**src/rtl/ps2_scan_ctrl.sv**
```systemverilog
// ps2_scan_ctrl
// Sits between the PS/2 receiver FIFO and the CPU. It pops set-2 scan-code
// bytes one at a time, folds the E0/F0/E1 prefixes into complete key events,
// queues those events for the CPU, and keeps a live pressed bitmap for the
// eight game control keys.
//
// Ports:
//   clk          system clock
//   clrn         synchronous active-low reset
//   kb_ready     receiver FIFO not empty
//   kb_data      receiver FIFO head byte
//   kb_overflow  receiver FIFO overflow flag
//   kb_rdn       registered active-low read strobe to the receiver
//   ev_valid     event queue not empty
//   ev_code      head event scan code (0 when queue empty)
//   ev_ext       head event had an E0 prefix
//   ev_break     head event is a key release
//   ev_ack       CPU pops the head event
//   key_state    pressed bitmap: up, down, left, right, space, enter, esc, P
//   ev_overflow  sticky: an event was dropped on a full queue
//   kb_lost      sticky: receiver overflow was seen
//   clr_status   pulse clearing both sticky flags
module ps2_scan_ctrl #(
    parameter int EVQ_DEPTH     = 4,
    parameter int FILTER_REPEAT = 1
) (
    input  logic       clk,
    input  logic       clrn,
    input  logic       kb_ready,
    input  logic [7:0] kb_data,
    input  logic       kb_overflow,
    output logic       kb_rdn,
    output logic       ev_valid,
    output logic [7:0] ev_code,
    output logic       ev_ext,
    output logic       ev_break,
    input  logic       ev_ack,
    output logic [7:0] key_state,
    output logic       ev_overflow,
    output logic       kb_lost,
    input  logic       clr_status
);

    localparam int AW = (EVQ_DEPTH > 1) ? $clog2(EVQ_DEPTH) : 1;
    localparam int CW = AW + 1;
    localparam logic [CW-1:0] DEPTH_C = CW'(EVQ_DEPTH);

    typedef enum logic [1:0] {
        IDLE  = 2'd0,
        POP   = 2'd1,
        PARSE = 2'd2
    } state_t;

    state_t        state_r;
    logic [7:0]    byte_r;
    logic          ext_r;
    logic          brk_r;
    logic [2:0]    skip_r;
    logic          kb_rdn_r;
    logic [9:0]    evq_r [EVQ_DEPTH];
    logic [AW-1:0] wr_ptr_r;
    logic [AW-1:0] rd_ptr_r;
    logic [CW-1:0] count_r;
    logic [7:0]    key_state_r;
    logic          ev_overflow_r;
    logic          kb_lost_r;

    logic          ev_form_s;
    logic          key_hit_s;
    logic [2:0]    key_idx_s;
    logic          suppress_s;
    logic          pop_s;
    logic          push_ok_s;
    logic          drop_s;
    logic [3:0]    key_lookup_s;
    logic [9:0]    head_s;

    // Tracked-key lookup on {ext, code}; returns {hit, bitmap index}.
    function automatic logic [3:0] key_index(input logic ext, input logic [7:0] code);
        case ({ext, code})
            9'h175:  key_index = 4'b1000;
            9'h172:  key_index = 4'b1001;
            9'h16B:  key_index = 4'b1010;
            9'h174:  key_index = 4'b1011;
            9'h029:  key_index = 4'b1100;
            9'h05A:  key_index = 4'b1101;
            9'h076:  key_index = 4'b1110;
            9'h04D:  key_index = 4'b1111;
            default: key_index = 4'b0000;
        endcase
    endfunction

    // Protocol replies and error codes that carry no key information.
    function automatic logic is_noise(input logic [7:0] b);
        case (b)
            8'hAA, 8'hFA, 8'hEE, 8'hFE, 8'h00, 8'hFF: is_noise = 1'b1;
            default:                                  is_noise = 1'b0;
        endcase
    endfunction

    // Classify the byte being parsed and decide push / drop / pop for this cycle.
    always_comb begin
        ev_form_s    = 1'b0;
        suppress_s   = 1'b0;
        push_ok_s    = 1'b0;
        drop_s       = 1'b0;
        key_lookup_s = key_index(ext_r, byte_r);
        key_hit_s    = key_lookup_s[3];
        key_idx_s    = key_lookup_s[2:0];
        pop_s        = (count_r != {CW{1'b0}}) && ev_ack;
        if ((state_r == PARSE) && (skip_r == 3'd0) && (byte_r != 8'hE1) &&
            (byte_r != 8'hF0) && (byte_r != 8'hE0) && !is_noise(byte_r)) begin
            ev_form_s = 1'b1;
        end else begin
            ev_form_s = 1'b0;
        end
        // Typematic repeat of a key already held down is swallowed entirely.
        if (ev_form_s && key_hit_s && !brk_r && key_state_r[key_idx_s] &&
            (FILTER_REPEAT != 0)) begin
            suppress_s = 1'b1;
        end else begin
            suppress_s = 1'b0;
        end
        // A full queue still accepts when the head leaves on the same edge.
        if (ev_form_s && !suppress_s) begin
            push_ok_s = (count_r < DEPTH_C) || pop_s;
            drop_s    = !push_ok_s;
        end else begin
            push_ok_s = 1'b0;
            drop_s    = 1'b0;
        end
    end

    // Sequencer, prefix state, event queue, bitmap and sticky status.
    always_ff @(posedge clk) begin
        if (!clrn) begin
            state_r       <= IDLE;
            byte_r        <= 8'h00;
            ext_r         <= 1'b0;
            brk_r         <= 1'b0;
            skip_r        <= 3'd0;
            kb_rdn_r      <= 1'b1;
            wr_ptr_r      <= {AW{1'b0}};
            rd_ptr_r      <= {AW{1'b0}};
            count_r       <= {CW{1'b0}};
            key_state_r   <= 8'h00;
            ev_overflow_r <= 1'b0;
            kb_lost_r     <= 1'b0;
            for (int i = 0; i < EVQ_DEPTH; i++) begin
                evq_r[i] <= 10'h000;
            end
        end else begin
            case (state_r)
                IDLE: begin
                    if (kb_ready) begin
                        byte_r   <= kb_data;
                        kb_rdn_r <= 1'b0;
                        state_r  <= POP;
                    end else begin
                        kb_rdn_r <= 1'b1;
                        state_r  <= IDLE;
                    end
                end
                POP: begin
                    kb_rdn_r <= 1'b1;
                    state_r  <= PARSE;
                end
                PARSE: begin
                    state_r <= IDLE;
                    if (skip_r != 3'd0) begin
                        skip_r <= skip_r - 3'd1;
                    end else if (byte_r == 8'hE1) begin
                        // Pause is E1 followed by seven fixed bytes.
                        skip_r <= 3'd7;
                        ext_r  <= 1'b0;
                        brk_r  <= 1'b0;
                    end else if (byte_r == 8'hF0) begin
                        brk_r <= 1'b1;
                    end else if (byte_r == 8'hE0) begin
                        ext_r <= 1'b1;
                    end else begin
                        ext_r <= 1'b0;
                        brk_r <= 1'b0;
                    end
                end
                default: begin
                    kb_rdn_r <= 1'b1;
                    state_r  <= IDLE;
                end
            endcase

            if (push_ok_s) begin
                evq_r[wr_ptr_r] <= {ext_r, brk_r, byte_r};
                wr_ptr_r        <= wr_ptr_r + AW'(1);
            end
            if (pop_s) begin
                rd_ptr_r <= rd_ptr_r + AW'(1);
            end
            case ({push_ok_s, pop_s})
                2'b10:   count_r <= count_r + CW'(1);
                2'b01:   count_r <= count_r - CW'(1);
                default: count_r <= count_r;
            endcase

            // The bitmap follows every formed event, even one the queue drops.
            if (ev_form_s && key_hit_s && !suppress_s) begin
                key_state_r[key_idx_s] <= !brk_r;
            end

            if (drop_s) begin
                ev_overflow_r <= 1'b1;
            end else if (clr_status) begin
                ev_overflow_r <= 1'b0;
            end
            if (kb_overflow) begin
                kb_lost_r <= 1'b1;
            end else if (clr_status) begin
                kb_lost_r <= 1'b0;
            end
        end
    end

    assign head_s      = evq_r[rd_ptr_r];
    assign kb_rdn      = kb_rdn_r;
    assign ev_valid    = (count_r != {CW{1'b0}});
    assign ev_code     = ev_valid ? head_s[7:0] : 8'h00;
    assign ev_break    = ev_valid ? head_s[8]   : 1'b0;
    assign ev_ext      = ev_valid ? head_s[9]   : 1'b0;
    assign key_state   = key_state_r;
    assign ev_overflow = ev_overflow_r;
    assign kb_lost     = kb_lost_r;

endmodule

```
**config.mk**
```make
export PLATFORM = sky130hd
export DESIGN_NAME = ps2_scan_ctrl
export DESIGN_NICKNAME = d
export VERILOG_FILES = /design/src/rtl/ps2_scan_ctrl.sv
export SDC_FILE = /design/constraint.sdc
export NUM_CORES = 1
export LEC_CHECK = 0
export ABC_CLOCK_PERIOD_IN_PS = 7900
export CORE_MARGIN = 2
export CORE_UTILIZATION = 60
export CTS_BUF_LIST = sky130_fd_sc_hd__clkbuf_2
export CTS_CLUSTER_SIZE = 16
export DETAILED_ROUTE_END_ITERATION = 10
export PLACE_DENSITY = 0.83
export REMOVE_ABC_BUFFERS = 1
export SYNTH_ARGS = -nofsm -noshare
export SYNTH_HDL_FRONTEND = slang
export SYNTH_SLANG_ARGS = --single-unit
```
**constraint.sdc**
```tcl
create_clock -name clk -period 7.9 [get_ports clk]
set_clock_uncertainty 0.05 [all_clocks]
set_input_delay 1.58 -clock clk [delete_from_list [all_inputs] [get_ports clk]]
set_output_delay 1.58 -clock clk [all_outputs]
set_load 0.01 [all_outputs]
```
; ---- Word-level counts from Yosys, hierarchy flattened
; Memory sizes are Yosys's and may differ from the RTL's. A register that Yosys moved wholly into a read port is not among the register bits.
; Cells that the tools add are included.
[word_totals]
out_inout_bits = 22
input_bits = 14
register_bits = 33
ramBits = 40
mem_count = 1
[op_classes]
magnitude_cmp = 3
addsub = 5
eq_ne = 25
mux = 39
n_bitwise = 1
n_reduce_logical = 32
[mem_list]
columns = memory, depth, width, read_ports, rd_ports_with_merged_regs, write_ports, line_no
row1 = evq_r, 4, 10, 1, 1, 4, 60  ; logic [9:0] evq_r [EVQ_DEPTH];
[ops]
columns = operator, n
row1 = "== test 8 bit, second input constant", 8
row2 = "== test 9 bit, second input constant", 4
row3 = case mux 4 bit (8 select lines), 1
row4 = "== test 9 x 7 -> 1 bit, second input constant", 3
row5 = two-way mux 1 bit, 25
row6 = "inequality test 8 bit, second input constant", 3
row7 = logical AND 1 bit, 12
row8 = two-way mux 10 bit, 1
row9 = OR reduction 10 bit, 1
row10 = "== test 9 x 6 -> 1 bit, second input constant", 1
row11 = bitwise mux 8 bit, 1
row12 = logical NOT 8 bit, 1
row13 = two-way mux 8 bit, 1
row14 = nonzero test 2 bit, 4
row15 = two-way mux 2 bit, 3
row16 = two-way mux 3 bit, 2
row17 = case mux 3 bit (2 select lines), 1
row18 = AND reduction 3 bit, 2
row19 = nonzero test 3 bit, 2
row20 = OR reduction 6 bit, 1
row21 = "subtractor 3 x 1 -> 3 bit, second input constant", 2
row22 = "adder 2 x 1 -> 2 bit, second input constant", 2
row23 = "== test 2 x 1 -> 1 bit, second input constant", 2
row24 = "== test 2 bit, second input constant", 2
row25 = other kinds (16), 20

; ---- Logic depth before layout (Yosys ltp)
[depth]
word_depth = 19
mapped_depth = 14
mapped_depth_nobuf = 13

; ---- Worst setup path before layout
; Ideal clock, no wire load.
[synth_timing]
path_type = input-to-reg
start = in ev_ack
end = reg count_r[2]
n_path_buf = 1
required_time_ns = 7.774
cell_stages = 10
t_arrival_ns = 3.293
setup_ns = 0.076
setup_slack_ns = 4.482
cell_sequence = nor2b_1 -> a211oi_4 -> inv_4 -> buf_6 -> ha_1 -> inv_1 -> fa_1 -> xor2_1 -> or3_1 -> a21boi_0
[synth_via]
elab_chain_cells = 5
word_cells_on_any_way = 7
cone_classes = eq/ne: 2 / mux: 2 / reduce/logical: 3
[synth_rtl]
columns = element, line_no
row1 = from (decl), 37  ; input logic ev_ack,
row2 = logical AND 1 bit (*), 110  ; pop_s = (count_r != {CW{1'b0}}) && ev_ack;
row3 = logical OR 1 bit, 126  ; push_ok_s = (count_r < DEPTH_C) || pop_s;
row4 = two-way mux 1 bit, 125  ; if (ev_form_s && !suppress_s) begin
row5 = == test 2 x 1 -> 1 bit or == test 2 bit (tied branches), 199  ; case ({push_ok_s, pop_s})
row6 = case mux 3 bit (2 select lines) or nonzero test 2 bit (tied branches), --
row7 = to (signal assigned), 200  ; 2'b10: count_r <= count_r + CW'(1);
row8 = to (signal assigned), 201  ; 2'b01: count_r <= count_r - CW'(1);
row9 = to (signal assigned), 202  ; default: count_r <= count_r;
row10 = to (decl), 63  ; logic [CW-1:0] count_r;
; Mark *: on every way between the ends. The rest lies on a longest branch, timed or not.
; A chain may end at the register's enable or synchronous reset.

==> flow_summary.toml <==
[status]
status = "completed"

[logic_synthesis]
synth_top_area_share_pct = 31.5
synth-seq-area-share_pct = 50.0
synth_area_leaders = "edfxtp_1 (32%), dfxtp_1 (18%), mux4_2 (5.9%), nand2_1 (3.8%), nor3_2 (3.2%)"
ys_ff_latch = 75
async_reset_ff_share_pct = 0
ys_types = 61
synth_ff_type = "edfxtp_1"
ys_warn_count = 0
synth_area_per_cell_sq_um = 10.8
synth_edf_count = 40
syn_inst = 354
synth_top_cell_by_area = "edfxtp_1"
synth_area_sq_um = 3810

[detailed_routing]
ant_nets = 0
drc = 0
vias_per_cell = 5.95
wl_per_cell_microns = 16.7
drtPass1Iterations = 5
drt_iter0_markers = 260
vias = 2737
routed_wl_microns = 7680

[cts]
clock_latency_ns = 0.53
clock_path_buffers = 2
tritoncts = "built"
cts_setup_buffers = 0
clock_sinks = 75
post_cts.resized_instances = 0
cts-root-buf = "clkbuf_2"
ctsHtreeMaxLevel = 3
cts_hold_buf = 0
cts_buffers = 9
clkSlewWorstSetupHoldPaths_ns = 0.23

[global_routing]
grt_remaining_overflow = 0
antenna_found_initial = 0
grtUsageTotal_pct = 23.2
grt_pass1_vias = 2573
grt_max_degree = 52
grt_pass1_wl_microns = 13000

[layout]
layout_commonest_cell = "edfxtp_1"
antenna_cells = 0
drive_gt1_share_pct = 14.1
fin_nets = 396
final_cell_mix = "edfxtp_1 (40), nand2_1 (39), dfxtp_1 (35), clkdlybuf4s50_1 (35), nor3_1 (23)"
areaGrowthSynthToFinish_pct = 13.7

[critical_path]
crit_type = "reg -> out"
cp_top_family = "flip-flops"
cp_data_required_time_ns = 6.27
path_cells = "mux4_2 -> and2_1 -> clkdlybuf4s50_1"
cp-start-kind = "flop"
cp_max_fo = 10
crit_buf_inv = 1
critPathArrivalTime_ns = 2.54
slowest_stage = "dfxtp_1"
slowest_delay_ns = 0.77
end_kind = "output pin"

[sta]
final_max_slew_viol_count = 0
fmax_mhz = 240
rsz0062_at_grt = "no"
maxSlewHeadroom_pct = 38.4
setup_tns_ns = 0
period_share_pct = 52.7
tightest_slew_ns = 0.918
min_period_ns = 4.17
setup_viol = 0
hold_viol = 0

[floorplanning]
pin_count = 36
num_rows = 29
coreArea_sq_um = 6240
dieArea_sq_um = 7000
start_util_pct = 61.0
die_h_microns = 83.7
die_x_microns = 83.7

[worst_hold_path]
min_path_type = "reg -> reg"

[place]
portBuffers = 35
globalplace.congestion = 0.857
dp_hpwl_microns = 5320

[power]
leakage_nw = 1.49
p_per_area_nw_per_um2 = 202
ir_worst_vdd_mv = 0.110
finalPower_mw = 0.875

[flow_run]
max_cap_violations = 0
## metal layers
metal / up-vias / GRT usage, % / routed length (microns)
li1: 1337 / - / -
met1: 1279 / 32.9 / 3570
met2: 105 / 35.5 / 3560
met3: 16 / 5.74 / 406
met4: 0 / 7.33 / 138
met5: - / 0 / 0
## registers in the layout, indices dropped and copies added (netlist names), 2 cells and up, named ones only
signal,count
evq_r,40
byte_r,8
rd_ptr_r,2
wr_ptr_r,2
count_r,3
key_state,8
state_r,2
skip_r,3
## power breakdown
group	leakage [nW]	switching, mW	internal, mW
Clock	0.106	0.140	0.168
Combinational	0.682	0.0549	0.0618
Sequential	0.697	0.0233	0.427
Total	1.49	0.218	0.657
## kinds of logic (layout without fill, tap and decap cells)
logic type / Yosys count / count (layout) / share of synthesized area (%)
AOI/OAI and AO/OA: 43 / 43 / 8.54
adders and majority gates: 4 / 4 / 1.51
muxes: 21 / 21 / 8.84
xor gates and xnor gates: 5 / 5 / 1.15
DFF: 75 / 75 / 50.0
and+or+nand+nor: 167 / 167 / 25.1
buffers and inverters: 39 / 68 / 4.90
## cell type report
type | count | area [sq um]
Multi-Input combinational cell | 240 | 1720
Clock inverter | 7 | 139
Fill cell | 462 | 1910
Clock buffer | 9 | 45.0
Timing Repair Buffer | 37 | 365
Sequential cell | 75 | 1900
Tap cell | 77 | 96.3
Inverter | 15 | 58.8
## worst reg2reg max path, stage by stage, from the launching register on
cell	delay (ns)
dfxtp_1	0.72
nand2b_1	0.20
or4_1	0.62
and3_1	0.26
nand2_1	0.22
a211oi_4	0.11
inv_4	0.32
ha_1	0.26
inv_1	0.06
fa_1	0.37
xor2_1	0.16
or3_1	0.30
a21boi_0	0.16
## Yosys cell counts (all sizes together), types with 2 or more instances
library cell,number
mux2i,10
o311a,2
inv,15
o211a,3
nand2b,4
nand3,7
buf,13
dfxtp,35
edfxtp,40
xnor2,4
nor3,35
o22ai,2
o31ai,2
o21a,2
and3b,2
a21oi,6
nor2b,14
and2,15
a211oi,3
o21bai,3
nor2,17
clkbuf,11
mux4,10
nor4,10
and3,8
nand2,39
nand4bb,2
ha,3
nor3b,2
o21ai,10
a31o,2
or3,3
nand4,3
## per-stage QoR
stage	setup slack (ns)	area [sq um]	hold WS, ns	cells	util [%]
after detailed placement	3.75	4150	0.430	444	66.4
after floorplan	4.39	3680	0.405	330	-
final	3.73	4330	0.452	460	69.4
after CTS	3.64	4330	0.458	460	69.4
after global routing	3.50	4330	0.477	460	69.4
after global placement	3.83	4150	0.418	444	66.4
## worst paths after layout
path / start / to / slack, ns / cells after the start
min: key_state[3]$_SDFFE_PN0P_ / key_state[3]$_SDFFE_PN0P_ / 0.45 / 2
min reg2reg: key_state[3]$_SDFFE_PN0P_ / key_state[3]$_SDFFE_PN0P_ / 0.45 / 2
max: flop / ev_code[1] / 3.73 / 3
max reg2reg: byte_r[0]$_SDFFE_PN0P_ / count_r[2]$_SDFFE_PN0P_ / 4.06 / 12
Power figures use the tool's default switching activity.
==> patch 1: new RTL, same settings <==
Register the output `ev_overflow` once more, without a reset; this adds one clock of latency there. The other outputs are not delayed to match.
--- a/src/rtl/ps2_scan_ctrl.sv
+++ b/src/rtl/ps2_scan_ctrl.sv
@@ -227,7 +227,9 @@
     assign ev_break    = ev_valid ? head_s[8]   : 1'b0;
     assign ev_ext      = ev_valid ? head_s[9]   : 1'b0;
     assign key_state   = key_state_r;
-    assign ev_overflow = ev_overflow_r;
+    always_ff @(posedge clk) begin
+        ev_overflow <= ev_overflow_r;
+    end
     assign kb_lost     = kb_lost_r;
 
 endmodule
Formal check against the unedited RTL: no difference found for any inputs over 10 cycles, from zero or initial values; that may be too few to reach the edited logic, so the function may still have changed.
==> patch 1 against the original RTL <==
Synthesized area rose by 0.53%. Highest routed layer unchanged. Largest power group unchanged. Setup slack improved by 9.9 ps. Power rose by 1.1%. Design area rose by 0.58%. Die area rose by 0.50%. Critical path depth did not move. Sequential cell count rose by 1. Wire length rose by 1.7%.
==> patch 1: results (changes against the original RTL) <==
* Wl on met1 at 3446 µm (was 3574 µm)
* Nets@finish at 398 (was 396)
* Total length of routed met3 wires at 429 µm (was 406 µm)
* Multi-input logic area at 1719 µm² (was 1724 µm²)
* Commonest cells in the netlist: 40 x edfxtp_1, 39 x nand2_1, 36 x dfxtp_1 (was 40 x edfxtp_1, 39 x nand2_1, 35 x dfxtp_1)
* Asr flop ratio synth at 0% (unchanged)
* Post-layout util at 69.79% (was 69.39%)
* Clock share of power at 35.4% (was 35.2%)
* # clock sinks at 76 (was 75)
* Layout non-clock buf frac at 8.561% (was 8.437%)
* Arr. time, crit path at 2530 ps (was 2540 ps)
* Met1 Usage GRT at 31.73% (was 32.94%)
* Global-route met3 utilization at 5.737% (unchanged)
* Clock Path Buffers at 2 (unchanged)
* Net Sw Power at 220.8 µW (was 218.0 µW)
* DR vias at 2755 (was 2737)
* Worst-margin pin slew at 997.8 ps (was 918.4 ps)
* 1st-pass router iterations at 5 (unchanged)
* Largest cells by area after synthesis: edfxtp_1 31%, dfxtp_1 19%, mux4_2 5.9% (was edfxtp_1 32%, dfxtp_1 18%, mux4_2 5.9%)
* Dpl cells at 446 (was 444)
* DR iter-0 viols at 324 (was 260)
* Global-route wire length before repair at 13250 µm (was 12970 µm)
* Placed Area at 4169 µm² (was 4146 µm²)
* Clock-pin transition on the worst setup and hold timing paths at 210 ps (was 230 ps)
* Total GRT Usage at 24.01% (was 23.22%)
* Synth warn at 0 (unchanged)
* Leak at 1.492 nW (was 1.486 nW)
* Placement Setup Slack at 3710 ps (was 3748 ps)
* Post-CTS setup buffer count at 0 (unchanged)
* Largest Register: evq_r (unchanged)
* Hold/Removal Path Class: reg2reg (unchanged)
* Mapped Avg Cell Area at 10.78 µm² (was 10.76 µm²)
* Status: complete, no violations (unchanged)
* Met2 Wirelength at 3793 µm (was 3563 µm)
* Combinational Power Share at 13.2%
* Non-clock buffer count in the final layout at 38 (was 37)
* Post-synthesis sequential area ratio at 50.21% (was 49.95%)
* Post-Route WL at 7815 µm (was 7683 µm)
* Clk_buf instances at 10 (was 9)
* CTS resizes at 0 (unchanged)
* Crit-path max FO at 10 (unchanged)
* Routing usage on met2 at 38.25% (was 35.49%)
* VDD IR-drop max at 0.1463 mV (was 0.1099 mV)
* Finished Cell Area at 4355 µm² (was 4330 µm²)
* Final std cells w/o fill at 462 (was 460)
* Post-DP HPWL at 5518 µm (was 5320 µm)
* Sequential cell area at 1922 µm² (was 1902 µm²)
* Vias in the first global route at 2649 (was 2573)
* Top power group: registers (unchanged)
* Gpl congestion at 0.8626 (was 0.8569)
* Post-synth EDFFs at 40 (unchanged)
* Initial antenna violation count at 0 (unchanged)
* Fraction of layout cells with a size suffix above 1 at 14.03% (was 14.10%)
* Clock network area share at 4.280% (was 4.247%)
* Skew-Pair Late Insertion Delay at 540 ps
* Post-synth cell types at 61 (unchanged)
* Antenna cell count at 0 (unchanged)
* Filler cells at 474 (was 462)
* Htree depth at 3 (unchanged)
## patch 1: path summary, 6_finish.rpt
kind / startpoint / end / slack [ps] / cells past startpoint
worst max-delay path: flop / ev_ext / 3740 / 3
worst max register to register: byte_r[0] / count_r[2] / 4010 / 12
worst min-delay path: ev_overflow_r / ev_overflow / 300 / 0
worst min register to register: ev_overflow_r / ev_overflow / 300 / 0
## patch 1: critical path, cell delays in order (launching register included)
cell and delay (ps):
dfxtp_1 780, mux4_2 580, and2_1 170, clkdlybuf4s50_1 470
## patch 1: cells by family (layout without fill, tap and decap cells)
family | after synthesis | after routing | synth area share (%)
AO/OA/AOI/OAI | 43 | 43 | 8.500
multiplexers | 21 | 21 | 8.794
XOR/XNOR | 5 | 5 | 1.144
AND/OR/NAND/NOR | 167 | 167 | 24.98
adder cells (fa/ha/maj) | 4 | 4 | 1.504
buffers and inverters | 39 | 69 | 4.871
flip-flops | 76 | 76 | 50.21
==> patch 2: new RTL, config.mk and constraints unchanged <==
Made on the original files. The parameter `EVQ_DEPTH` goes from 4 to 8.
--- a/src/rtl/ps2_scan_ctrl.sv
+++ b/src/rtl/ps2_scan_ctrl.sv
@@ -21,7 +21,7 @@
 //   kb_lost      sticky: receiver overflow was seen
 //   clr_status   pulse clearing both sticky flags
 module ps2_scan_ctrl #(
-    parameter int EVQ_DEPTH     = 4,
+    parameter int EVQ_DEPTH     = 8,
     parameter int FILTER_REPEAT = 1
 ) (
     input  logic       clk,
Formal check against the unedited RTL: no difference found for any inputs over 10 cycles, from zero or initial values; that may be too few to reach the edited logic, so the function may still have changed.
==> patch 2 against the original RTL <==
Setup slack lost 470 ps. Count of clock-buffer cells in the layout grew 8. Sequential cell count grew 44. Synthesized area grew 53%. Register-to-register slack is essentially flat. Synthesized cell count grew 38%. Combinational power grew 33%. Design area grew 51%. Non-clock buffer count grew 6. Critical path depth grew 1. Wire length grew 67%. Power grew 55%. Largest cell class unchanged. Highest routed layer unchanged.
==> patch 2: results (changes against the original RTL) <==
* Antenna cell count at 0 (unchanged)
* Arr. time, crit path at 3010 ps (was 2540 ps)
* Nets@finish at 529 (was 396)
* Post-Route WL at 12800 µm (was 7683 µm)
* DR vias at 4090 (was 2737)
* Hold/Removal Path Class: reg2reg (unchanged)
* Gpl congestion at 0.9250 (was 0.8569)
* CTS buffer count at 17 (was 9)
* Initial antenna violation count at 0 (unchanged)
* Crit-path max FO at 20 (was 10)
* Synth warn at 0 (unchanged)
* DR iter-0 viols at 234 (was 260)
* CTS resizes at 0 (unchanged)
* Total GRT Usage at 26.03% (was 23.22%)
* CP max stage cell: dfxtp_1 (unchanged)
* Status: complete, no violations (unchanged)
* Post-CTS setup buffer count at 0 (unchanged)
* Skew-Pair Late Insertion Delay at 690 ps (was 530 ps)
* Port-buffer cells at 35 (unchanged)
* Post-synth cell types at 62 (was 61)
* Leak at 2.506 nW (was 1.486 nW)
* Commonest cells in the netlist: 80 x edfxtp_1, 69 x and3_1, 42 x nor2_1 (was 40 x edfxtp_1, 39 x nand2_1, 35 x dfxtp_1)
* # DRC at 0 (unchanged)
* 1st-pass router iterations at 5 (unchanged)
* Global-route wire length before repair at 20310 µm (was 12970 µm)
* Post-synth EDFFs at 80 (was 40)
* Asr flop ratio synth at 0% (unchanged)
* Htree depth at 4 (was 3)
* Max incr delay on CP at 1010 ps (was 770 ps)
* Largest cells by area after synthesis: edfxtp_1 41%, dfxtp_1 13%, mux4_2 7.7% (was edfxtp_1 32%, dfxtp_1 18%, mux4_2 5.9%)
* VDD IR-drop max at 0.1271 mV (was 0.1099 mV)
* Largest Register: evq_r (unchanged)
* CTS Root Cell: clkbuf_2 (unchanged)
* Rel. slew slack at 24.58% (was 38.36%)
* Clock Path Buffers at 2 (unchanged)
* Post-synthesis sequential area ratio at 54.48% (was 49.95%)
* Filler cells at 685 (was 462)
* Fraction of layout cells with a size suffix above 1 at 15.58% (was 14.10%)
* Largest delay share family, worst path: flip-flops (unchanged)
* Largest net degree at the start of global routing at 33 (was 52)
* Max FFs per register at 80 (was 40)
* Clock-pin transition on the worst setup and hold timing paths at 190 ps (was 230 ps)
* Post-DP HPWL at 8325 µm (was 5320 µm)
patch 2: area by class of cell:
type,instances,area [µm²],share of cell area [%]
clock buffers,17,85.08,1.300
clock inverters,15,225.2,3.441
inverters,14,52.55,0.8029
multi-input cells,312,2422,37.01
flip-flops and latches,119,3183,48.63
well taps,133,166.4,2.543
repair buffers,43,410.4,6.270
patch 2: cells by family after synthesis:
group                    share of synthesized area [%]
AND/OR/NAND/NOR                                  20.54
flip-flops                                       54.48
buffers and inverters                            4.176
AO/OA/AOI/OAI                                    6.424
multiplexers                                     11.65
adder cells (fa/ha/maj)                          1.841
XOR/XNOR                                        0.8995
patch 2: power breakdown:
group / internal (mW) / switching (mW)
clock network: 0.241 / 0.247
logic: 0.0746 / 0.0818
registers: 0.685 / 0.0257
total: 1.00 / 0.355
patch 2: path summary, 6_finish.rpt:
| check | cells past startpoint | end | slack [ps] | startpoint |
|---|---|---|---|---|
| worst min-delay path | 1 | skip_r[0] | 430 | skip_r[0] |
| worst max register to register | 6 | evq_r[1][8] | 4050 | byte_r[4] |
| worst min register to register | 1 | skip_r[0] | 430 | skip_r[0] |
| worst max-delay path | 4 | ev_code[6] | 3260 | flop |
patch 2: layer usage:
metal  GRT usage (%)  vias to the layer above  share of wire [%]  wire [µm]
met5               0                        -                  0          0
met3           6.034                       26                7.5        955
li1                -                     1875                  -          -
met4           10.77                        0                1.9        237
met2           44.60                      192                 51       6494
met1           31.89                     1997                 40       5112
patch 2: stage by stage:
step	worst slack [ps]	std cells	instance area [µm²]
finish	3258	653	6545
detailed placement	3668	621	6235
floorplan	4305	445	5652
global placement	3800	621	6235
global route	3134	653	6545
CTS	3254	653	6545
